<file path="config.mk">
export PLATFORM = sky130hd
export DESIGN_NAME = spi_config_ctrl
export DESIGN_NICKNAME = d
export VERILOG_FILES = /design/src/rtl/spi_config_ctrl.sv
export SDC_FILE = /design/constraint.sdc
export NUM_CORES = 1
export LEC_CHECK = 0
export ABC_AREA = 1
export CAP_MARGIN = 20
export CORE_ASPECT_RATIO = 0.7
export CORE_MARGIN = 4
export CORE_UTILIZATION = 55
export DETAILED_ROUTE_END_ITERATION = 12
export GPL_ROUTABILITY_DRIVEN = 1
export MAX_ROUTING_LAYER = met4
export PLACE_DENSITY = 0.8
export RECOVER_POWER = 25
export SYNTH_ARGS = -nofsm -noshare
export SYNTH_HDL_FRONTEND = slang
export SYNTH_SLANG_ARGS = --single-unit
</file>
<file path="constraint.sdc">
create_clock -name CLK -period 4.9 [get_ports CLK]
set_input_delay 0.735 -clock CLK [delete_from_list [all_inputs] [get_ports CLK]]
set_output_delay 0.735 -clock CLK [all_outputs]
set_load 0.02 [all_outputs]
</file>
<file path="src/rtl/spi_config_ctrl.sv">
// Double-buffered configuration block: SPI writes land in shadow registers and a
// commit copies them to the active outputs at the next T2-frame boundary, or when the timeout expires.
module spi_config_ctrl #(
    parameter logic [15:0] APPLY_TIMEOUT = 16'hFFFF,
    parameter logic [7:0]  CTRL_ADDR     = 8'h08,
    parameter logic [7:0]  COMMIT_ADDR   = 8'h0F
) (
    input  logic        CLK,
    input  logic        RST,
    input  logic [7:0]  SPI_DATA,
    input  logic [7:0]  SPI_ADDRESS,
    input  logic        SPI_ENA,
    input  logic        FRAME_START,
    output logic [7:0]  PLP_ID,
    output logic [15:0] T2_ID,
    output logic [31:0] BITRATE,
    output logic        ENABLE,
    output logic        PCR_INSERT,
    output logic        CFG_UPDATE,
    output logic        PENDING,
    output logic        TIMEOUT_FLAG,
    output logic        BAD_ADDR
);

    typedef enum logic [1:0] {
        IDLE    = 2'd0,
        PEND    = 2'd1,
        APPLY   = 2'd2
    } state_t;

    state_t      state;
    logic [15:0] cnt;

    logic [7:0]  sh_plp;
    logic [15:0] sh_t2;
    logic [31:0] sh_bitrate;
    logic [1:0]  sh_ctrl;

    logic        is_data;
    logic        is_commit;
    logic        wr_bad;

    always_comb begin
        is_data   = ((SPI_ADDRESS >= 8'h01) && (SPI_ADDRESS <= 8'h07)) || (SPI_ADDRESS == CTRL_ADDR);
        is_commit = SPI_ENA && (SPI_ADDRESS == COMMIT_ADDR);
        wr_bad    = SPI_ENA && !is_data && (SPI_ADDRESS != COMMIT_ADDR);
    end

    // Shadow bank accepts writes in every state.
    always_ff @(posedge CLK or posedge RST) begin
        if (RST) begin
            sh_plp     <= '0;
            sh_t2      <= '0;
            sh_bitrate <= '0;
            sh_ctrl    <= '0;
        end else if (SPI_ENA && is_data) begin
            if (SPI_ADDRESS == CTRL_ADDR) begin
                sh_ctrl <= SPI_DATA[1:0];
            end else begin
                case (SPI_ADDRESS)
                    8'h01:   sh_plp            <= SPI_DATA;
                    8'h02:   sh_t2[7:0]        <= SPI_DATA;
                    8'h03:   sh_t2[15:8]       <= SPI_DATA;
                    8'h04:   sh_bitrate[7:0]   <= SPI_DATA;
                    8'h05:   sh_bitrate[15:8]  <= SPI_DATA;
                    8'h06:   sh_bitrate[23:16] <= SPI_DATA;
                    8'h07:   sh_bitrate[31:24] <= SPI_DATA;
                    default: sh_plp            <= sh_plp;
                endcase
            end
        end
    end

    always_ff @(posedge CLK or posedge RST) begin
        if (RST) begin
            state        <= IDLE;
            cnt          <= '0;
            PLP_ID       <= '0;
            T2_ID        <= '0;
            BITRATE      <= '0;
            ENABLE       <= 1'b0;
            PCR_INSERT   <= 1'b0;
            CFG_UPDATE   <= 1'b0;
            PENDING      <= 1'b0;
            TIMEOUT_FLAG <= 1'b0;
            BAD_ADDR     <= 1'b0;
        end else begin
            CFG_UPDATE <= 1'b0;
            if (wr_bad) begin
                BAD_ADDR <= 1'b1;
            end
            case (state)
                IDLE, APPLY: begin
                    if (is_commit) begin
                        state        <= PEND;
                        PENDING      <= 1'b1;
                        cnt          <= APPLY_TIMEOUT;
                        BAD_ADDR     <= 1'b0;
                        TIMEOUT_FLAG <= 1'b0;
                    end else begin
                        state   <= IDLE;
                        PENDING <= 1'b0;
                    end
                end
                PEND: begin
                    // Frame boundary wins over an expiring counter; commits here are dropped.
                    if (FRAME_START || (cnt == 16'd0)) begin
                        state      <= APPLY;
                        PENDING    <= 1'b0;
                        CFG_UPDATE <= 1'b1;
                        PLP_ID     <= sh_plp;
                        T2_ID      <= sh_t2;
                        BITRATE    <= sh_bitrate;
                        ENABLE     <= sh_ctrl[0];
                        PCR_INSERT <= sh_ctrl[1];
                        if (!FRAME_START) begin
                            TIMEOUT_FLAG <= 1'b1;
                        end
                    end else begin
                        cnt <= cnt - 16'd1;
                    end
                end
                default: begin
                    state   <= IDLE;
                    PENDING <= 1'b0;
                end
            endcase
        end
    end

endmodule

</file>
## Yosys cells after proc, flatten, opt, wreduce, memory -nomap -nowiden

Cells that the tools add are included.

| storage, ports and cells | value |
|---|---|
| input bits | 20 |
| bits in registers | 138 |
| logic and storage cells | 80 |

| cells by class | value |
|---|---|
| bitwise gates (word level) | 1 |
| add/subtract/negate cells | 1 |
| order comparisons | 2 |
| reductions and logical operators | 23 |
| eq/ne operators | 16 |
| muxes and demuxes | 18 |

Operators with widths:

| kind | number |
|---|---|
| == test 8 x 3 -> 1 bit (second input constant) | 4 |
| 2-to-1 mux 16 bit | 2 |
| case mux 16 bit (2 select lines) | 1 |
| AND reduction 3 bit | 8 |
| == test 8 x 2 -> 1 bit (second input constant) | 2 |
| == test 8 x 4 -> 1 bit (second input constant) | 2 |
| zero test 16 bit | 1 |
| subtractor 16 x 1 -> 16 bit (second input constant) | 1 |
| 2-to-1 mux 1 bit | 11 |
| == test 8 x 1 -> 1 bit (second input constant) | 1 |
| greater-or-equal comparator 8 x 1 -> 1 bit (second input constant) | 1 |
| <= comparator 8 x 3 -> 1 bit (second input constant) | 1 |
| != test 2 bit (second input constant) | 4 |
| != test 8 x 4 -> 1 bit (second input constant) | 1 |
| logical AND 1 bit | 5 |
| case mux 1 bit (2 select lines) | 2 |
| case mux 2 bit (2 select lines) | 1 |
| AND reduction 2 bit | 2 |
| AND reduction 4 bit | 1 |
| == test 2 x 1 -> 1 bit (second input constant) | 1 |
| == test 2 bit (second input constant) | 1 |
| zero test 2 bit | 1 |
| logical OR 1 bit | 2 |
| 2-to-1 mux 2 bit | 1 |
| other kinds (4) | 4 |

## Longest topological paths before layout

Gate-level depths: netlist of the first run.

| depth | value |
|---|---|
| word-level depth | 9 |
| mapped depth | 12 |
| gate-level depth less buffers | 10 |

## Worst setup path after synthesis of the first run

No wires, ideal clock.

| timing path | value |
|---|---|
| path type | in2reg |
| start point | input port SPI_ADDRESS[5] |
| end point | register sh_bitrate[16] |
| required time | 4.783 ns |
| slack | 3.089 ns |
| arrival | 1.694 ns |
| path buffers | 2 |
| stages | 8 |
| cell sequence | nor2_2 -> nand2_4 -> nor2_4 -> nor2_8 -> buf_4 -> buf_2 -> nand4_1 -> nand2_1 |

| between the ends | value |
|---|---|
| cells in the longest elaborated chain, start to end | 5 |
| elaborated cells between the ends (all ways) | 9 |
| classes of those cells | order compare (2); eq/ne (2); bitwise (1); reduce/logical (4) |

Ends and longest elaborated chain:

| item | line | RTL |
|---|---|---|
| start, declared | 11 | `input logic [7:0] SPI_ADDRESS,` |
| greater-or-equal comparator 8 x 1 -> 1 bit or <= comparator 8 x 3 -> 1 bit (tied branches) | 44 | `is_data = ((SPI_ADDRESS >= 8'h01) && (SPI_ADDRESS <= 8'h07)) \|\| (SPI_ADDRESS == CTRL_ADDR);` |
| logical AND 1 bit | 44 |  |
| logical OR 1 bit | 44 |  |
| logical AND 1 bit | 56 | `end else if (SPI_ENA && is_data) begin` |
| AND reduction 3 bit (no source line) * | n/a |  |
| end signal, assigned | 54 | `sh_bitrate <= '0;` |
| end signal, assigned | 66 | `8'h06: sh_bitrate[23:16] <= SPI_DATA;` |
| end, declared | 36 | `logic [31:0] sh_bitrate;` |

Every way passes the cells marked *; elsewhere a longest branch is shown, timed or not.
A chain may end at the register's enable or synchronous reset.

==> impl_metrics.py, run 1 <==
metrics = {
    "power": {
        "ir_drop_mv": 0.253,
        "seq_power_share": 0.437,
        "p_sw_mw": 0.691,
        "clkPwrFrac": 0.464,
        "p_int_mw": 2.03,
        "total_leakage_power_nw": 3.97,
        "switching_share": 0.254,
        "power_frac_comb": 0.099,
        "power_density_nw_per_um2": 357,
    },
    "routing": {
        "drcViolationCount": 0,
        "drt.antenna.violating_nets": 0,
        "routedWlPerCell_um": 15.2,
        "wl_um": 14800,
        "viasPerCell": 5.43,
        "drtIter0Drc": 473,
        "dr_total_vias": 5260,
        "dr.pass1.iters": 5,
    },
    "floorplanning": {
        "die_width_um": 135,
        "die_y_um": 96.9,
        "coreArea_um2": 11000,
        "die-area_um2": 13100,
        "rows": 32,
        "ios": 82,
        "start_util": 0.564,
    },
    "run": {
        "maxCapViolations": 1,
    },
    "timing": {
        "fmax_mhz": 290,
        "timing.final.crit_share": 0.703,
        "finClkSkew_ps": 9.26,
        "final_period_minus_worst_setup_slack_ps": 3450,
        "hold_viol_final": 0,
        "setup_viol": 0,
        "relSlewSlack": -0.926,
        "tightest_slew_ps": 2870,
        "hold_slack_ps": 474,
        "drv_slew": 67,
        "rsz0062_at_grt": "no",
        "setup_tns_ps": 0,
    },
    "clock_tree": {
        "cts_setup_buffers": 0,
        "clock_latency_ps": 420,
        "ctsResizeCount": 0,
        "cts_tree": "built",
        "cts_max_level": 4,
        "cts_buffer_depth": 2,
        "cts-root-buf": "clkbuf_16",
        "clk_pin_slew_ps": 60,
        "cts_inserted_buffers": 17,
        "clock_sinks": 138,
        "holdBufCountCts": 0,
    },
    "setup_path": {
        "required_ps": 5330,
        "worstPathBufferInverterCount": 3,
        "crit_arrival_ps": 3870,
        "rr_endpoint": "PLP_ID[0]",
        "path_cells": "dlygate4sd3_1 > clkinvlp_2 > clkbuf_2",
        "start_kind": "primary input",
        "cp_slowest_cell": "clkinvlp_2",
        "crit_type": "primary input to asynchronous set/reset pin",
        "cp-end-kind": "asynchronous set/reset pin",
        "cp_max_fo": 66,
        "r2r_start": "cnt[0]",
        "r2r_cells": 10,
        "slowest_delay_ps": 1630,
        "rrSetupSlack_ps": 1960,
        "critical_path.top_delay_family": "buffers and inverters",
    },
    "place": {
        "place.gp.congestion": 0.909,
        "dpl.hpwl_um": 9520,
        "port_buffers": 81,
    },
    "global_route": {
        "grt_usage": 0.244,
        "first_global_vias": 5026,
        "grt_first_pass_wirelength_um": 25000,
        "grt_start_max_net_pins": 67,
        "antenna_found_initial": 0,
        "gr-total-overflow": 0,
    },
    "final_layout": {
        "layout.nets": 824,
        "num_antenna_cells": 0,
        "drive_gt1_frac": 0.0993,
        "final_common_cell": "nand2_1",
        "nFillCells": 821,
        "layout_common_cells": "nand2_1 (358), dfrtp_1 (138), clkdlybuf4s50_1 (79)",
        "syn2layout_area_growth_pct": 22.6,
    },
    "logic_synthesis": {
        "mappedNetlistNets": 752,
        "netlist_area_um2": 6210,
        "yosys_warnings": 0,
        "syn_avg_cell_area_um2": 8.50,
        "ys_ff_latch": 138,
        "synth_cell_type_count": 26,
        "synthCells": 731,
        "ys_seq_area_frac": 0.556,
    },
    "worst_hold_path": {
        "hold_class": "flip-flop to flip-flop",
        "hold_depth": 2,
        "hold_path_end": "sh_bitrate[24]",
        "min_from": "sh_bitrate[24]",
    },
    "status": {
        "status": "finished with violations",
        "violations": "max-capacitance violations, max-slew violations",
    },
}
## per-layer routing
| metal | global-route usage | wire [µm] |
|---|---|---|
| met4 | 0.0844 | 316 |
| met3 | 0.0535 | 917 |
| met2 | 0.348 | 6710 |
| met5 | - | 0 |
| met1 | 0.348 | 6820 |
## power by group through the flow
stage | combinational [mW] | clock [mW] | sequential, mW
global placement | 0.256 | 0 | 1.21
floorplan | 0.198 | 0 | 1.20
finish | 0.269 | 1.26 | 1.19
global route | 0.306 | 1.33 | 1.19
CTS | 0.267 | 1.27 | 1.19
detailed placement | 0.267 | 0 | 1.21
## how the worst max path moves through the flow
stage | to | slack [ps] | cells past startpoint | from
floorplan | BAD_ADDR | 470 | 1 | RST
global placement | BITRATE[6] | 1770 | 7 | FRAME_START
detailed placement | BITRATE[6] | 1700 | 7 | FRAME_START
CTS | BITRATE[3] | 1940 | 10 | cnt[0]
global route | cnt[1] | 910 | 3 | RST
finish | BITRATE[12] | 1450 | 3 | RST
## cell families after synthesis
group	synth area share
simple gates	0.384
fa+ha+maj	0.00201
flops	0.556
buf+inv	0.0518
compound gates	0.00685
## Yosys cell counts
| cell type | number | share of area |
|---|---|---|
| nand2_1 | 358 | 0.22 |
| dfrtp_1 | 138 | 0.56 |
| nand4_1 | 57 | 0.057 |
| nand3_1 | 38 | 0.031 |
| inv_1 | 30 | 0.018 |
| nor2_1 | 22 | 0.013 |
| nand2_2 | 14 | 0.014 |
| buf_2 | 11 | 0.0089 |
| clkbuf_1 | 10 | 0.0060 |
| nand3_2 | 8 | 0.013 |
| nor3_2 | 7 | 0.011 |
| o21ai_0 | 7 | 0.0056 |
| buf_6 | 6 | 0.011 |
| nor2_2 | 5 | 0.0050 |
| nand2_4 | 3 | 0.0054 |
| nor2_4 | 3 | 0.0054 |
| buf_4 | 2 | 0.0024 |
| clkinv_2 | 2 | 0.0016 |
| nand3b_1 | 2 | 0.0024 |
| nor2_8 | 2 | 0.0064 |
| a21boi_0 | 1 | 0.0012 |
| buf_12 | 1 | 0.0032 |
| ha_1 | 1 | 0.0020 |
| inv_2 | 1 | 0.00060 |
| nand4_2 | 1 | 0.0020 |
| or2_2 | 1 | 0.0010 |
## flip-flops by register name, summed over array words and instances, names as in the netlist, 2 cells and up
| name | count |
|---|---|
| sh_t2 | 16 |
| sh_bitrate | 32 |
| PLP_ID | 8 |
| sh_ctrl | 2 |
| cnt | 16 |
| BITRATE | 32 |
| state | 2 |
| T2_ID | 16 |
| sh_plp | 8 |
## worst register-to-register path, delay by kind of cell, from the launching register on
kind / cells / cell delay [ps]
and+or+nand+nor: 7 / 1350
adders and majority gates: 1 / 200
buffers and inverters: 2 / 920
DFF: 1 / 360
## cell type report
type / count / area [µm²] / share of cell area
Multi-Input combinational cell: 530 / 2430 / 0.319
Inverter: 33 / 128 / 0.0168
Tap cell: 153 / 191 / 0.0251
Clock inverter: 12 / 123 / 0.0161
Clock buffer: 20 / 467 / 0.0613
Timing Repair Buffer: 83 / 823 / 0.108
Sequential cell: 138 / 3450 / 0.453
## through the flow
step	worst slack (ps)	power [mW]	cell area (µm²)	utilization	cells
global placement	1770	1.46	7040	0.639	937
global route	909	2.83	7620	0.692	969
finish	1450	2.72	7620	0.692	969
CTS	1940	2.73	7630	0.693	969
detailed placement	1700	1.47	7040	0.639	937
floorplan	469	1.40	6210	-	731
No activity file was read; power rests on OpenSTA's default activity.
==> run 2: changes to the inputs <==
--- a/config.mk
+++ b/config.mk
@@ -9,11 +9,11 @@
 export CAP_MARGIN = 20
 export CORE_ASPECT_RATIO = 0.7
 export CORE_MARGIN = 4
-export CORE_UTILIZATION = 55
+export CORE_UTILIZATION = 50
 export DETAILED_ROUTE_END_ITERATION = 12
 export GPL_ROUTABILITY_DRIVEN = 1
 export MAX_ROUTING_LAYER = met4
-export PLACE_DENSITY = 0.8
+export PLACE_DENSITY = 0.76
 export RECOVER_POWER = 25
 export SYNTH_ARGS = -nofsm -noshare
 export SYNTH_HDL_FRONTEND = slang
==> constraint.sdc (replaced) <==
create_clock -name CLK -period 2.96 [get_ports CLK]
set_input_delay 0.444 -clock CLK [delete_from_list [all_inputs] [get_ports CLK]]
set_output_delay 0.444 -clock CLK [all_outputs]
set_load 0.02 [all_outputs]
==> impl_metrics.py, run 2 (same netlist as run 1, synthesis figures left out) <==
metrics = {
    "worst_hold_path": {
        "hold_depth": 2,
        "hold_class": "flip-flop to flip-flop",
        "min_from": "sh_t2[15]",
        "hold_path_end": "sh_t2[15]",
    },
    "place": {
        "place.gp.congestion": 0.903,
        "dpl.hpwl_um": 10100,
        "placedCellCount": 954,
        "port_buffers": 81,
    },
    "setup_path": {
        "cp-end-kind": "asynchronous set/reset pin",
        "rr_endpoint": "PCR_INSERT",
        "start_kind": "primary input",
        "crit_type": "primary input to asynchronous set/reset pin",
        "crit_arrival_ps": 2920,
        "r2r_cells": 10,
        "cp_max_fo": 30,
        "r2r_start": "cnt[0]",
        "rrSetupSlack_ps": 650,
        "required_ps": 3500,
    },
    "routing": {
        "dr_total_vias": 5206,
        "wl_um": 14900,
        "drcViolationCount": 0,
        "dr.pass1.iters": 5,
        "routedWlPerCell_um": 15.1,
        "drt.antenna.violating_nets": 0,
        "drtIter0Drc": 367,
        "viasPerCell": 5.29,
    },
    "timing": {
        "hold_viol_final": 0,
        "timing.final.crit_share": 0.803,
        "finClkSkew_ps": 6.25,
        "relSlewSlack": 0.135,
        "final_period_minus_worst_setup_slack_ps": 2380,
        "setup_tns_ps": 0,
        "rsz0062_at_grt": "no",
        "fmax_mhz": 421,
        "tightest_slew_ps": 1290,
        "drv_slew": 0,
        "setup_viol": 0,
    },
    "power": {
        "total_leakage_power_nw": 4.04,
        "ir_drop_mv": 0.481,
        "power_density_nw_per_um2": 595,
    },
    "floorplanning": {
        "die_y_um": 101,
        "die-area_um2": 14300,
        "coreArea_um2": 11900,
        "ios": 82,
        "die_width_um": 141,
        "start_util": 0.521,
        "rows": 33,
    },
    "global_route": {
        "grt_first_pass_wirelength_um": 24500,
        "grt_start_max_net_pins": 60,
        "first_global_vias": 4976,
        "antenna_found_initial": 0,
        "gr-total-overflow": 0,
        "grt_usage": 0.223,
    },
    "clock_tree": {
        "cts_buffer_depth": 2,
        "clock_sinks": 138,
        "cts-root-buf": "clkbuf_16",
        "cts_max_level": 4,
        "clk_pin_slew_ps": 60,
        "clock_latency_ps": 420,
        "cts_inserted_buffers": 17,
        "cts_setup_buffers": 0,
        "ctsResizeCount": 0,
        "cts_tree": "built",
        "holdBufCountCts": 0,
    },
    "final_layout": {
        "layout.nets": 837,
        "layout_common_cells": "nand2_1 (358), dfrtp_1 (138), clkdlybuf4s50_1 (80)",
        "syn2layout_area_growth_pct": 24.4,
        "largestRegisters": "BITRATE: 32 flops, sh_bitrate: 32 flops",
        "drive_gt1_frac": 0.109,
        "num_antenna_cells": 0,
        "layout.cells.non_filler": 985,
        "final_common_cell": "nand2_1",
    },
    "status": {
        "status": "finished clean",
    },
    "run": {
        "maxCapViolations": 0,
    },
}
-- run 2: cell types whose count changed in the layout (fill, tap and decap cells not counted), sizes merged --
cell           before  now
bufinv              2    3
clkinvlp            6    4
clkbuf             21   24
buf                 1   11
clkdlybuf4s50      79   80
dlygate4sd3         2    1
-- run 2: worst max-delay path by stage --
stage            from              to  depth (start not counted)
2_1_floorplan     RST        BAD_ADDR                          1
3_3_place_gp   cnt[0]      PCR_INSERT                         10
3_5_place_dp   cnt[0]          ENABLE                         10
4_1_cts        cnt[0]      PCR_INSERT                         10
5_1_grt           RST  sh_bitrate[13]                          4
6_report          RST  sh_bitrate[16]                          4
-- run 2: final cells by class --
| type | instances | area, µm² |
|---|---|---|
| timing repair buffer | 96 | 911 |
| clock inverter | 11 | 145 |
| fill | 936 | 4200 |
| tap | 157 | 196 |
| clock buffer | 20 | 467 |
| inverter | 33 | 128 |
| sequential | 138 | 3450 |
| multi-input combinational | 530 | 2430 |
-- run 2: power breakdown --
| group | switching, mW | leakage (nW) | internal (mW) |
|---|---|---|---|
| registers | 0.0450 | 1.91 | 1.92 |
| clock network | 0.799 | 0.294 | 1.38 |
| logic | 0.307 | 1.84 | 0.144 |
| total | 1.15 | 4.04 | 3.45 |
-- run 2: critical path, stage by stage --
cell and delay (ps):
dlygate4sd3_1 540, clkinvlp_2 760, clkbuf_1 630, clkbuf_2 530
-- run 2: metal layers --
layer,track usage,share of wire,routed length [µm],vias to the layer above
met1,0.296,0.46,6830,2502
met4,0.0588,0.010,153,0
li1,-,-,-,2517
met2,0.340,0.47,6960,167
met3,0.0623,0.065,974,20
met5,-,0,0,-
-- run 2: stage by stage --
step | worst slack, ps | power [mW] | hold WS (ps) | instance area [µm²] | util
3_5_place_dp | 656 | 2.45 | 461 | 7140 | 0.599
2_1_floorplan | 795 | 2.32 | 442 | 6220 | -
6_report | 583 | 4.60 | 473 | 7730 | 0.648
3_3_place_gp | 721 | 2.43 | 460 | 7140 | 0.599
5_1_grt | 201 | 4.79 | 493 | 7730 | 0.648
4_1_cts | 649 | 4.63 | 459 | 7750 | 0.650
==> run 3: changes to the inputs <==
--- a/config.mk
+++ b/config.mk
@@ -9,11 +9,11 @@
 export CAP_MARGIN = 20
 export CORE_ASPECT_RATIO = 0.7
 export CORE_MARGIN = 4
-export CORE_UTILIZATION = 50
+export CORE_UTILIZATION = 55
 export DETAILED_ROUTE_END_ITERATION = 12
 export GPL_ROUTABILITY_DRIVEN = 1
 export MAX_ROUTING_LAYER = met4
-export PLACE_DENSITY = 0.76
+export PLACE_DENSITY = 0.8
 export RECOVER_POWER = 25
 export SYNTH_ARGS = -nofsm -noshare
 export SYNTH_HDL_FRONTEND = slang
==> constraint.sdc (replaced) <==
create_clock -name CLK -period 2.2 [get_ports CLK]
set_input_delay 0.33 -clock CLK [delete_from_list [all_inputs] [get_ports CLK]]
set_output_delay 0.33 -clock CLK [all_outputs]
set_load 0.02 [all_outputs]
==> impl_metrics.py, run 3 (same netlist as run 1, synthesis figures left out) <==
metrics = {
    "status": {
        "status": "finished clean",
    },
    "final_layout": {
        "multiInputGateArea_um2": 2440,
        "final_common_cell": "nand2_1",
        "layout.cells.non_filler": 994,
        "layout_common_cells": "nand2_1 (358), dfrtp_1 (138), clkdlybuf4s50_1 (80)",
        "final-seq-area_um2": 3450,
        "largestRegisters": "BITRATE: 32 flops, sh_bitrate: 32 flops",
        "final_core_util": 0.713,
        "num_antenna_cells": 0,
        "layout.nets": 849,
        "syn2layout_area_growth_pct": 26.3,
        "nFillCells": 791,
        "drive_gt1_frac": 0.127,
    },
    "routing": {
        "dr.pass1.iters": 6,
        "dr_total_vias": 5558,
        "wl_um": 16100,
        "routedWlPerCell_um": 16.2,
        "drt.antenna.violating_nets": 0,
        "viasPerCell": 5.59,
        "drcViolationCount": 0,
        "drtIter0Drc": 471,
    },
    "setup_path": {
        "crit_type": "flip-flop to flip-flop",
        "rr_endpoint": "BITRATE[8]",
        "cp-end-kind": "flip-flop",
        "cp_max_fo": 59,
        "r2r_start": "cnt[0]",
        "crit_arrival_ps": 2190,
        "r2r_cells": 11,
        "required_ps": 2560,
        "start_kind": "flip-flop",
        "rrSetupSlack_ps": 370,
    },
    "timing": {
        "finClkSkew_ps": 6.38,
        "setup_tns_ps": 0,
        "drv_slew": 0,
        "final_period_minus_worst_setup_slack_ps": 1830,
        "rsz0062_at_grt": "no",
        "setup_viol": 0,
        "tightest_slew_ps": 1220,
        "fmax_mhz": 547,
        "relSlewSlack": 0.184,
        "timing.final.crit_share": 0.831,
        "hold_viol_final": 0,
    },
    "place": {
        "place.gp.congestion": 0.913,
        "port_buffers": 81,
        "placedCellCount": 962,
        "dpl.hpwl_um": 10300,
    },
    "power": {
        "p_int_mw": 4.60,
        "seq_power_share": 0.427,
        "p_sw_mw": 1.61,
        "clkPwrFrac": 0.473,
        "total_leakage_power_nw": 4.11,
        "power_density_nw_per_um2": 792,
        "power_frac_comb": 0.100,
        "switching_share": 0.260,
        "ir_drop_mv": 0.789,
    },
    "clock_tree": {
        "ctsResizeCount": 0,
        "cts_buffer_depth": 2,
        "cts_max_level": 4,
        "holdBufCountCts": 0,
        "cts-root-buf": "clkbuf_16",
        "clock_sinks": 138,
        "cts_inserted_buffers": 17,
        "clk_pin_slew_ps": 60,
        "cts_tree": "built",
        "clock_latency_ps": 420,
        "cts_setup_buffers": 0,
    },
    "worst_hold_path": {
        "min_from": "sh_bitrate[5]",
        "hold_path_end": "sh_bitrate[5]",
        "hold_depth": 2,
        "hold_class": "flip-flop to flip-flop",
    },
    "global_route": {
        "grt_start_max_net_pins": 87,
        "grt_first_pass_wirelength_um": 26900,
        "grt_usage": 0.266,
        "antenna_found_initial": 0,
        "first_global_vias": 5422,
        "gr-total-overflow": 0,
    },
    "run": {
        "maxCapViolations": 0,
    },
    "floorplanning": {
        "die_width_um": 135,
        "ios": 82,
        "coreArea_um2": 11000,
        "die_y_um": 96.9,
        "start_util": 0.564,
        "die-area_um2": 13100,
        "rows": 32,
    },
}
## run 3: cell count changes in the layout (fill, tap and decap cells not counted), moves of 2 or more
cell / change
clkinvlp_4: +2
buf_4: +13
nor2_1: -2
clkbuf_1: -2
clkbuf_8: -2
## run 3: worst max-delay path: stages, from the launching register on
cell and delay (ps):
dfrtp_1 390, inv_1 80, ha_1 170, nand2_1 190
nor2_2 210, nand2_2 90, nand2_2 80, nand2_4 50
clkinv_2 60, buf_12 250, nand2_1 100, nand2_1 80
## run 3: layout make-up
| type | instances | share of cell area |
|---|---|---|
| clock inverter | 14 | 0.0220 |
| timing repair buffer | 108 | 0.130 |
| multi-input combinational | 530 | 0.311 |
| clock buffer | 18 | 0.0560 |
| sequential | 138 | 0.440 |
| inverter | 33 | 0.0163 |
| tap | 153 | 0.0244 |
## run 3: metrics by stage
step | area [µm²] | power [mW] | setup WS, ps | hold WS (ps)
global route | 7850 | 6.44 | 218 | 499
detailed placement | 7260 | 3.31 | 164 | 459
finish | 7850 | 6.21 | 372 | 473
floorplan | 6220 | 3.12 | 149 | 442
CTS | 7880 | 6.24 | 378 | 373
global placement | 7260 | 3.28 | 269 | 460
## run 3: power by group through the flow
stage               combinational, mW  clock (mW)  sequential [mW]
finish                          0.620        2.94             2.65
global route                    0.698        3.08             2.66
floorplan                       0.443           0             2.68
global placement                0.587           0             2.69
detailed placement              0.611           0             2.69
CTS                             0.621        2.97             2.65
## run 3: how the worst max path moves through the flow
| stage | start | to | slack, ps | depth (start not counted) |
|---|---|---|---|---|
| final | cnt[0] | BITRATE[8] | 370 | 11 |
| after global routing | cnt[0] | T2_ID[10] | 220 | 10 |
| after CTS | cnt[0] | BITRATE[8] | 380 | 11 |
| after detailed placement | SPI_ADDRESS[0] | sh_t2[12] | 160 | 8 |
| after global placement | SPI_ADDRESS[0] | sh_bitrate[25] | 270 | 8 |
| after floorplan | RST | BAD_ADDR | 150 | 1 |
## run 3: routing by layer
metal	vias up	share of wire	track usage
li1	2544	-	-
met1	2666	0.43	0.363
met2	280	0.45	0.383
met3	68	0.074	0.0541
met4	0	0.038	0.131
met5	-	0	-
